==> src/rtl/fetch_queue_pkg.sv <==
// Shared defaults and constants for the fetch queue.
// Optional empty-queue bypass is selected with FETCH_QUEUE_BYPASS_EN.
package fetch_queue_pkg;

  localparam int FQ_DATA_W = 32;
  localparam int FQ_ADDR_W = 32;
  localparam int FQ_DEPTH  = 4;

  localparam logic [31:0] NOP_INST = 32'h0000_0000;

  typedef enum logic [1:0] {
    CNT_HOLD = 2'b00,
    CNT_DEC  = 2'b01,
    CNT_INC  = 2'b10,
    CNT_BOTH = 2'b11
  } cnt_op_e;

endpackage

==> src/rtl/fq_ptr.sv <==
// Wrapping queue pointer with clear and increment.
// Natural power-of-two overflow provides the wrap.
module fq_ptr #(
  parameter int PW = 2
) (
  input  logic          clk_i,
  input  logic          rst_i,
  input  logic          clr_i,
  input  logic          inc_i,
  output logic [PW-1:0] ptr_o
);

  logic [PW-1:0] ptr_q;
  logic [PW-1:0] ptr_d;

  always_comb begin
    ptr_d = ptr_q;
    if (clr_i) begin
      ptr_d = '0;
    end else if (inc_i) begin
      ptr_d = ptr_q + PW'(1);
    end
  end

  always_ff @(posedge clk_i) begin
    if (!rst_i) begin
      ptr_q <= '0;
    end else begin
      ptr_q <= ptr_d;
    end
  end

  assign ptr_o = ptr_q;

endmodule

==> src/rtl/fetch_queue.sv <==
// Instruction fetch queue between fetch and decode, flushable.
// Define FETCH_QUEUE_BYPASS_EN for 0-cycle empty-queue bypass.
module fetch_queue
  import fetch_queue_pkg::*;
#(
  parameter int DATA_W = FQ_DATA_W,
  parameter int ADDR_W = FQ_ADDR_W,
  parameter int DEPTH  = FQ_DEPTH,
  localparam int PW    = $clog2(DEPTH),
  localparam int CW    = $clog2(DEPTH + 1)
) (
  input  logic              clk_i,
  input  logic              rst_i,
  input  logic              push_valid_i,
  input  logic [DATA_W-1:0] push_inst_i,
  input  logic [ADDR_W-1:0] push_pc_i,
  output logic              push_ready_o,
  output logic              pop_valid_o,
  output logic [DATA_W-1:0] pop_inst_o,
  output logic [ADDR_W-1:0] pop_pc_o,
  input  logic              pop_ready_i,
  input  logic              flush_i,
  output logic [CW-1:0]     count_o
);

  logic [PW-1:0]     rd_ptr;
  logic [PW-1:0]     wr_ptr;
  logic [CW-1:0]     count_q;
  logic [CW-1:0]     count_d;
  logic [DATA_W-1:0] inst_q [DEPTH];
  logic [DATA_W-1:0] inst_d [DEPTH];
  logic [ADDR_W-1:0] pc_q   [DEPTH];
  logic [ADDR_W-1:0] pc_d   [DEPTH];

  logic    empty;
  logic    byp;
  logic    push_acc;
  logic    pop_acc;
  logic    wr_en;
  logic    rd_inc;
  cnt_op_e cnt_op;

  assign empty        = (count_q == '0);
  assign push_ready_o = (count_q != CW'(DEPTH));

`ifdef FETCH_QUEUE_BYPASS_EN
  assign byp = empty && push_valid_i && !flush_i;
`else
  assign byp = 1'b0;
`endif

  assign pop_valid_o = !empty || byp;
  assign push_acc    = push_valid_i && push_ready_o && !flush_i;
  assign pop_acc     = pop_valid_o && pop_ready_i && !flush_i;
  // A bypassed entry consumed the same cycle never touches storage.
  assign wr_en       = push_acc && !(byp && pop_ready_i);
  assign rd_inc      = pop_acc && !byp;
  assign cnt_op      = cnt_op_e'({wr_en, rd_inc});

  always_comb begin
    pop_inst_o = DATA_W'(NOP_INST);
    pop_pc_o   = '0;
    if (byp) begin
      pop_inst_o = push_inst_i;
      pop_pc_o   = push_pc_i;
    end else if (!empty) begin
      pop_inst_o = inst_q[rd_ptr];
      pop_pc_o   = pc_q[rd_ptr];
    end
  end

  always_comb begin
    count_d = count_q;
    if (flush_i) begin
      count_d = '0;
    end else begin
      unique case (cnt_op)
        CNT_INC:  count_d = count_q + CW'(1);
        CNT_DEC:  count_d = count_q - CW'(1);
        default:  count_d = count_q;
      endcase
    end
  end

  always_comb begin
    inst_d = inst_q;
    pc_d   = pc_q;
    if (wr_en) begin
      inst_d[wr_ptr] = push_inst_i;
      pc_d[wr_ptr]   = push_pc_i;
    end
  end

  always_ff @(posedge clk_i) begin
    if (!rst_i) begin
      count_q <= '0;
    end else begin
      count_q <= count_d;
    end
  end

  // Storage is deliberately left unreset; only occupancy matters.
  always_ff @(posedge clk_i) begin
    inst_q <= inst_d;
    pc_q   <= pc_d;
  end

  fq_ptr #(.PW(PW)) u_rd_ptr (
    .clk_i (clk_i),
    .rst_i (rst_i),
    .clr_i (flush_i),
    .inc_i (rd_inc),
    .ptr_o (rd_ptr)
  );

  fq_ptr #(.PW(PW)) u_wr_ptr (
    .clk_i (clk_i),
    .rst_i (rst_i),
    .clr_i (flush_i),
    .inc_i (wr_en),
    .ptr_o (wr_ptr)
  );

  assign count_o = count_q;

endmodule
==> config.mk <==
export PLATFORM = sky130hd
export DESIGN_NAME = fetch_queue
export DESIGN_NICKNAME = d
export VERILOG_FILES = /design/src/rtl/fetch_queue_pkg.sv /design/src/rtl/fq_ptr.sv /design/src/rtl/fetch_queue.sv
export SDC_FILE = /design/constraint.sdc
export NUM_CORES = 1
export LEC_CHECK = 0
export CAP_MARGIN = 25
export CORE_ASPECT_RATIO = 1.25
export CORE_UTILIZATION = 49
export DETAILED_ROUTE_END_ITERATION = 8
export GPL_TIMING_DRIVEN = 0
export PLACE_DENSITY_LB_ADDON = 0.05
export SYNTH_ARGS = -nofsm -noshare
export SYNTH_HDL_FRONTEND = slang
export SYNTH_SLANG_ARGS = --single-unit
==> constraint.sdc <==
create_clock -name clk_i -period 3 [get_ports clk_i]
set_input_delay 0.6 -clock clk_i [delete_from_list [all_inputs] [get_ports clk_i]]
set_output_delay 0.6 -clock clk_i [all_outputs]
set_load 0.03 [all_outputs]
### After elaboration in Yosys (flattened, before gate mapping)

Index checks and enable logic that the tools add are counted.

| operators by class | value |
|---|---|
| muxes and demuxes | 13 |
| eq/ne operators | 3 |
| add/sub/neg operators | 4 |
| bitwise operators | 3 |
| magnitude comparators | 3 |
| reduce and logical (&&, ||, !) cells | 10 |

Operators with widths:

| kind | number |
|---|---|
| $bwmux W128 | 2 |
| $mux W32 | 7 |
| $bmux W32 S2 | 2 |
| $demux W32 S2 | 1 |
| $ge A3 B3 Y1 const B | 2 |
| $not A2 Y3 | 2 |
| $pmux W3 S2 | 1 |
| $logic_and A1 B1 Y1 | 5 |
| $add A2 B1 Y2 const B | 2 |
| $add A3 B1 Y3 const B | 1 |
| $logic_not A3 Y1 | 1 |
| $lt A3 B1 Y1 const B | 1 |
| $ne A3 B3 Y1 const B | 1 |
| $sub A3 B1 Y3 const B | 1 |
| $eq A2 B1 Y1 const B | 1 |
| $eq A2 B2 Y1 const B | 1 |
| $logic_not A1 Y1 | 2 |
| $reduce_bool A2 Y1 | 1 |
| $reduce_or A2 Y1 | 1 |
| $not A1 Y1 | 1 |

| word-level totals | value |
|---|---|
| word-level logic and storage cells | 47 |
| bits of input ports | 69 |
| output and inout bits | 69 |
| flip-flop bits (word level) | 263 |

### Longest topological paths before layout

| logic depth | value |
|---|---|
| word-level depth | 6 |
| depth in mapped cells | 10 |
| gate-level depth less buffers | 9 |

### Cells and area by module

Synthesis repeated with hierarchy kept, for this count alone.

| second synthesis, totals | value |
|---|---|
| cells, all modules | 449 |
| area total of the unflattened synthesis | 10129.7 µm² |

By module, submodules not included:

| module | instances | cells each | sequential area each (µm²) | area an instance (µm²) |
|---|---|---|---|---|
| fetch_queue | 1 | 433 | 7747.4 | 9959.6 |
| fq_ptr | 2 | 8 | 40.0 | 85.1 |

### Least setup slack after synthesis

No wires, ideal clock.

| timing path | value |
|---|---|
| path kind | reg-to-reg |
| start point | register count_q[0] (netlist: count_o[0]) |
| end point | register inst_q[0] in the netlist's numbering, enable pin |
| setup time | 0.429 ns |
| buffers on the path | 1 |
| stages on the path, launching flop included | 4 |
| arrival time | 2.586 ns |
| clock period less this slack | 3.015 ns |
| data required time | 2.571 ns |
| path slack | -0.015 ns |
| cell sequence | dfxtp_1 or3b_1 buf_2 and3_1 |

| between the ends | value |
|---|---|
| word-level cells in the longest chain between the ends | 3 |

Ends and longest elaborated chain:

| what | line | text |
|---|---|---|
| from (decl) | fetch_queue.sv:28 | `logic [CW-1:0] count_q;` |
| from (signal assigned) | fetch_queue.sv:98 | `count_q <= count_d;` |
| $ne A3 B3 Y1 | fetch_queue.sv:44 | `assign push_ready_o = (count_q != CW'(DEPTH));` |
| net push_ready_o | fetch_queue.sv:17 | `output logic push_ready_o,` |
| $logic_and A1 B1 Y1 (2 in series) | fetch_queue.sv:53 | `assign push_acc = push_valid_i && push_ready_o && !flush_i;` |
| to (signal assigned) | fetch_queue.sv:104 | `inst_q <= inst_d;` |
| to (decl) | fetch_queue.sv:30 | `logic [DATA_W-1:0] inst_q [DEPTH];` |

The timed path passes the listed nets, and every way through them passes these cells.
A chain may end at the register's enable or synchronous reset.

### Worst setup path after layout

| timing path | value |
|---|---|
| start point | register count_q[0] (netlist: count_o[0]) |
| end point | output port pop_inst_o[1] |

| between the ends | value |
|---|---|
| word-level cells in the longest chain between the ends | 2 |

Ends and longest elaborated chain:

| what | line | text |
|---|---|---|
| $logic_not A3 Y1 | fetch_queue.sv:43 | `assign empty = (count_q == '0);` |
| $mux W32 | fetch_queue.sv:66 | `end else if (!empty) begin` |
| to (decl) | fetch_queue.sv:19 | `output logic [DATA_W-1:0] pop_inst_o,` |

No other way between the ends.

==> flow_metrics.py <==
metrics = {
    "worst_setup_path": {
        "rr_endpoint": "count_o[2]$_SDFFE_PP0P_",
        "setup.worst_path.start": "count_o[0]$_SDFFE_PP0P_",
        "crit_path_max_fanout": 10,
        "max_stage_delay_ns": 0.61,
        "start_kind": "flip-flop",
        "end_kind": "primary output",
        "reg2reg_depth": 10,
        "crit_end": "pop_inst_o[1]",
        "crit_family": "buffers and inverters",
        "arrival_ns": 2.31,
        "worstPathCellList": "or3_1 -> clkbuf_2 -> and2_1 -> clkdlybuf4s50_1",
        "rr_startpoint": "count_o[2]$_SDFFE_PP0P_",
        "cp_slowest_cell": "clkdlybuf4s50_1",
        "critPathBufInv": 2,
        "cp.required_ns": 2.40,
        "cp.depth": 4,
        "worstSetupPathType": "reg -> out",
        "r2r_setup_slack_ns": 0.51,
    },
    "drt": {
        "wl_met2_um": 9700,
        "drc": 0,
        "wl_met1_um": 7330,
        "met3WireLength_um": 811,
        "top_layer": "met4",
        "first_pass_iters": 4,
        "wire_per_inst_um": 19.9,
        "drt-initial-drc-count": 192,
        "wl_um": 18100,
        "via_count": 4784,
        "drtAntennaViolNets": 0,
        "via_per_inst": 5.25,
    },
    "clock_tree": {
        "htreeDepth": 1,
        "clk-insertion-delay-late_ns": 0.51,
        "clk_pin_slew_ns": 0.06,
        "cts_buffer_depth": 3,
        "cts_buffers": 25,
        "post_cts_buffers": 0,
        "cts_tree": "yes",
        "root_buffer": "clkbuf_16",
        "clock-sinks": 263,
    },
    "finish": {
        "instances_no_fill": 911,
        "n_antenna_cell": 0,
        "synthToLayoutAreaGrowth_pct": 26.1,
        "drive_above_1_share": 0.211,
        "nFillCells": 1497,
        "layout.nets": 699,
        "fin_area_mm2": 0.0127,
    },
    "power_and_ir_drop": {
        "intPower_w": 0.00615,
        "p_sw_w": 0.00144,
        "design_power_total_w": 0.00759,
        "powerDensity_mw_per_mm2": 596,
        "sw_frac_of_total": 0.190,
        "irDropWorstVdd_v": 0.000499,
        "p_seq_frac": 0.540,
        "comb_power_share": 0.049,
        "p_clk_frac": 0.412,
        "total_leakage_power_nw": 4.39,
    },
    "place": {
        "detailed_place_hpwl_um": 11100,
        "preCtsSetupSlack_ns": -0.0371,
        "gp_congestion": 0.715,
        "dpl.cell_count": 867,
        "post_dp_cell_area_mm2": 0.0119,
        "portBuffers": 137,
    },
    "synthesis": {
        "synth_edf_count": 256,
        "synth_top_cell_by_area": "edfxtp_1",
        "synthArstFlopShare": 0,
        "synth_top_area_frac": 0.761,
        "yosysWarnings": 0,
        "synth_seq_cells": 263,
        "synth.area.top_cells": "edfxtp_1, mux4_2, and2_1, dfxtp_1, ha_1",
        "synth.most_common_cell": "edfxtp_1",
        "netlist_area_mm2": 0.0101,
        "syn_area_per_cell_um2": 22.1,
        "seq_area_frac_synth": 0.775,
        "synth_nets": 531,
        "ys.flop_type": "edfxtp_1",
        "syn_inst": 456,
        "yosysUniqueCellTypes": 25,
        "yosys-top-cells-count": "edfxtp_1, and2_1, mux4_2",
    },
    "timing": {
        "tightest_slew_ns": 0.617,
        "slew_headroom": 0.588,
        "finalSetupTns_ns": 0,
        "hold_viol": 0,
        "finalSetupViolations": 0,
        "layout_setup_ws_ns": 0.0865,
        "maxSlewViolCount": 0,
        "period_minus_slack_ns": 2.91,
        "fmaxAchievable_mhz": 343,
        "post-route-period-util": 0.971,
        "fin_skew_ns": 0.0159,
        "rsz0062_at_grt": "false",
    },
    "grt": {
        "grt_remaining_overflow": 0,
        "grt_pass1_vias": 5326,
        "antenna_found_initial": 0,
        "grt_pass1_wl_um": 28100,
        "grt.total_usage": 0.180,
        "grt_max_degree": 38,
    },
    "floorplanning": {
        "core_area_mm2": 0.0202,
        "start_util": 0.501,
        "die_area_mm2": 0.0212,
        "die_y_um": 163,
        "die_w_um": 130,
        "std_cell_rows": 58,
        "io_pins": 138,
    },
    "outcome": {
        "status": "complete, no violations",
    },
    "worst_hold_path": {
        "hold_path_startpoint": "u_wr_ptr.ptr_o[1]$_SDFFE_PP0P_",
        "min_path_type": "reg -> reg",
    },
    "flow_run": {
        "drv_cap": 0,
    },
}
[cells in the final DEF, fill, tap and decap left out, types with 2 or more instances in the layout]
cell               n
buf_2              5
buf_4              4
dlygate4sd2_1     59
clkbuf_8           4
mux4_2            64
xor2_1             4
edfxtp_1         256
buf_8              3
clkdlybuf4s50_1   76
and3_4             4
ha_1               5
clkbuf_4           3
a21oi_1            3
clkbuf_16         25
buf_12             3
and2_1            64
o31ai_1            2
dlymetal6s2s_1     2
dfxtp_1            6
buf_16             2
clkbuf_2           3
inv_1              6
clkbuf_1           4
bufinv_16          3
or3_1              2
nor2_1             6
clkinv_2           7
nor2b_1            2
[power by group through the flow]
| stage | Combinational [W] | Clock, W | Sequential (W) |
|---|---|---|---|
| after floorplan | 0.000171 | 0 | 0.00418 |
| after detailed placement | 0.000390 | 0 | 0.00418 |
| after CTS | 0.000375 | 0.00320 | 0.00410 |
| after global routing | 0.000398 | 0.00334 | 0.00410 |
| final | 0.000369 | 0.00312 | 0.00410 |
| after global placement | 0.000376 | 0 | 0.00417 |
[worst min-delay path, stage by stage (launching register included)]
cell	delay, ns
dfxtp_1	0.33
inv_1	0.11
o31ai_1	0.08
[logic make-up (layout without fill, tap and decap cells)]
group                      count (synthesis)  in the layout  share of synthesized area
buffers and inverters                     28            213                     0.0152
AOI/OAI and AO/OA                          8              8                    0.00508
adders and majority gates                  6              6                    0.00818
DFF                                      263            263                      0.775
muxes                                     64             64                      0.143
and+or+nand+nor                           83             83                     0.0503
xor gates and xnor gates                   4              4                    0.00347
[timing repair]
| item | CTS | global route |
|---|---|---|
| cloned | 0 | 0 |
| endpoints found under the hold margin | 0 | 0 |
| endpoints found under the setup margin | 64 | 50 |
| resized for setup | 71 | 12 |
| hold buffers | 0 | 0 |
[state kept, by name, summed over array words and instances (netlist names)]
signal / count
inst_q: 128
pc_q: 128
count_o: 3
u_rd_ptr.ptr_o: 2
u_wr_ptr.ptr_o: 2
[per-stage QoR]
step	util	hold slack, ns
6_report	0.631	0.569
5_1_grt	0.631	0.604
4_1_cts	0.630	0.567
2_1_floorplan	-	0.506
3_3_place_gp	0.586	0.521
3_5_place_dp	0.591	0.559
[layer usage]
layer,global-route usage,vias to the layer above
met3,0.0335,21
li1,-,2184
met5,0,-
met1,0.221,2468
met2,0.327,111
met4,0.0455,0
[cell type report]
| type | instances | area (um^2) | share of cell area |
|---|---|---|---|
| Sequential cell | 263 | 7830 | 0.615 |
| Multi-Input combinational cell | 165 | 2140 | 0.168 |
| Timing Repair Buffer | 141 | 1400 | 0.110 |
| Clock buffer | 31 | 688 | 0.0540 |
| Tap cell | 270 | 338 | 0.0265 |
| Buffer | 22 | 176 | 0.0139 |
| Clock inverter | 13 | 145 | 0.0114 |
| Inverter | 6 | 22.5 | 0.00177 |
[worst min-delay path by stage]
stage | end | slack, ns | cells after the start
3_3_place_gp | count_o[2]$_SDFFE_PP0P_ | 0.52 | 2
5_1_grt | u_wr_ptr.ptr_o[1]$_SDFFE_PP0P_ | 0.60 | 2
4_1_cts | count_o[2]$_SDFFE_PP0P_ | 0.57 | 2
3_5_place_dp | count_o[2]$_SDFFE_PP0P_ | 0.56 | 2
2_1_floorplan | u_wr_ptr.ptr_o[1]$_SDFFE_PP0P_ | 0.51 | 2
6_report | u_wr_ptr.ptr_o[1]$_SDFFE_PP0P_ | 0.57 | 2
Note: power is estimated with default switching activity, not from simulation.
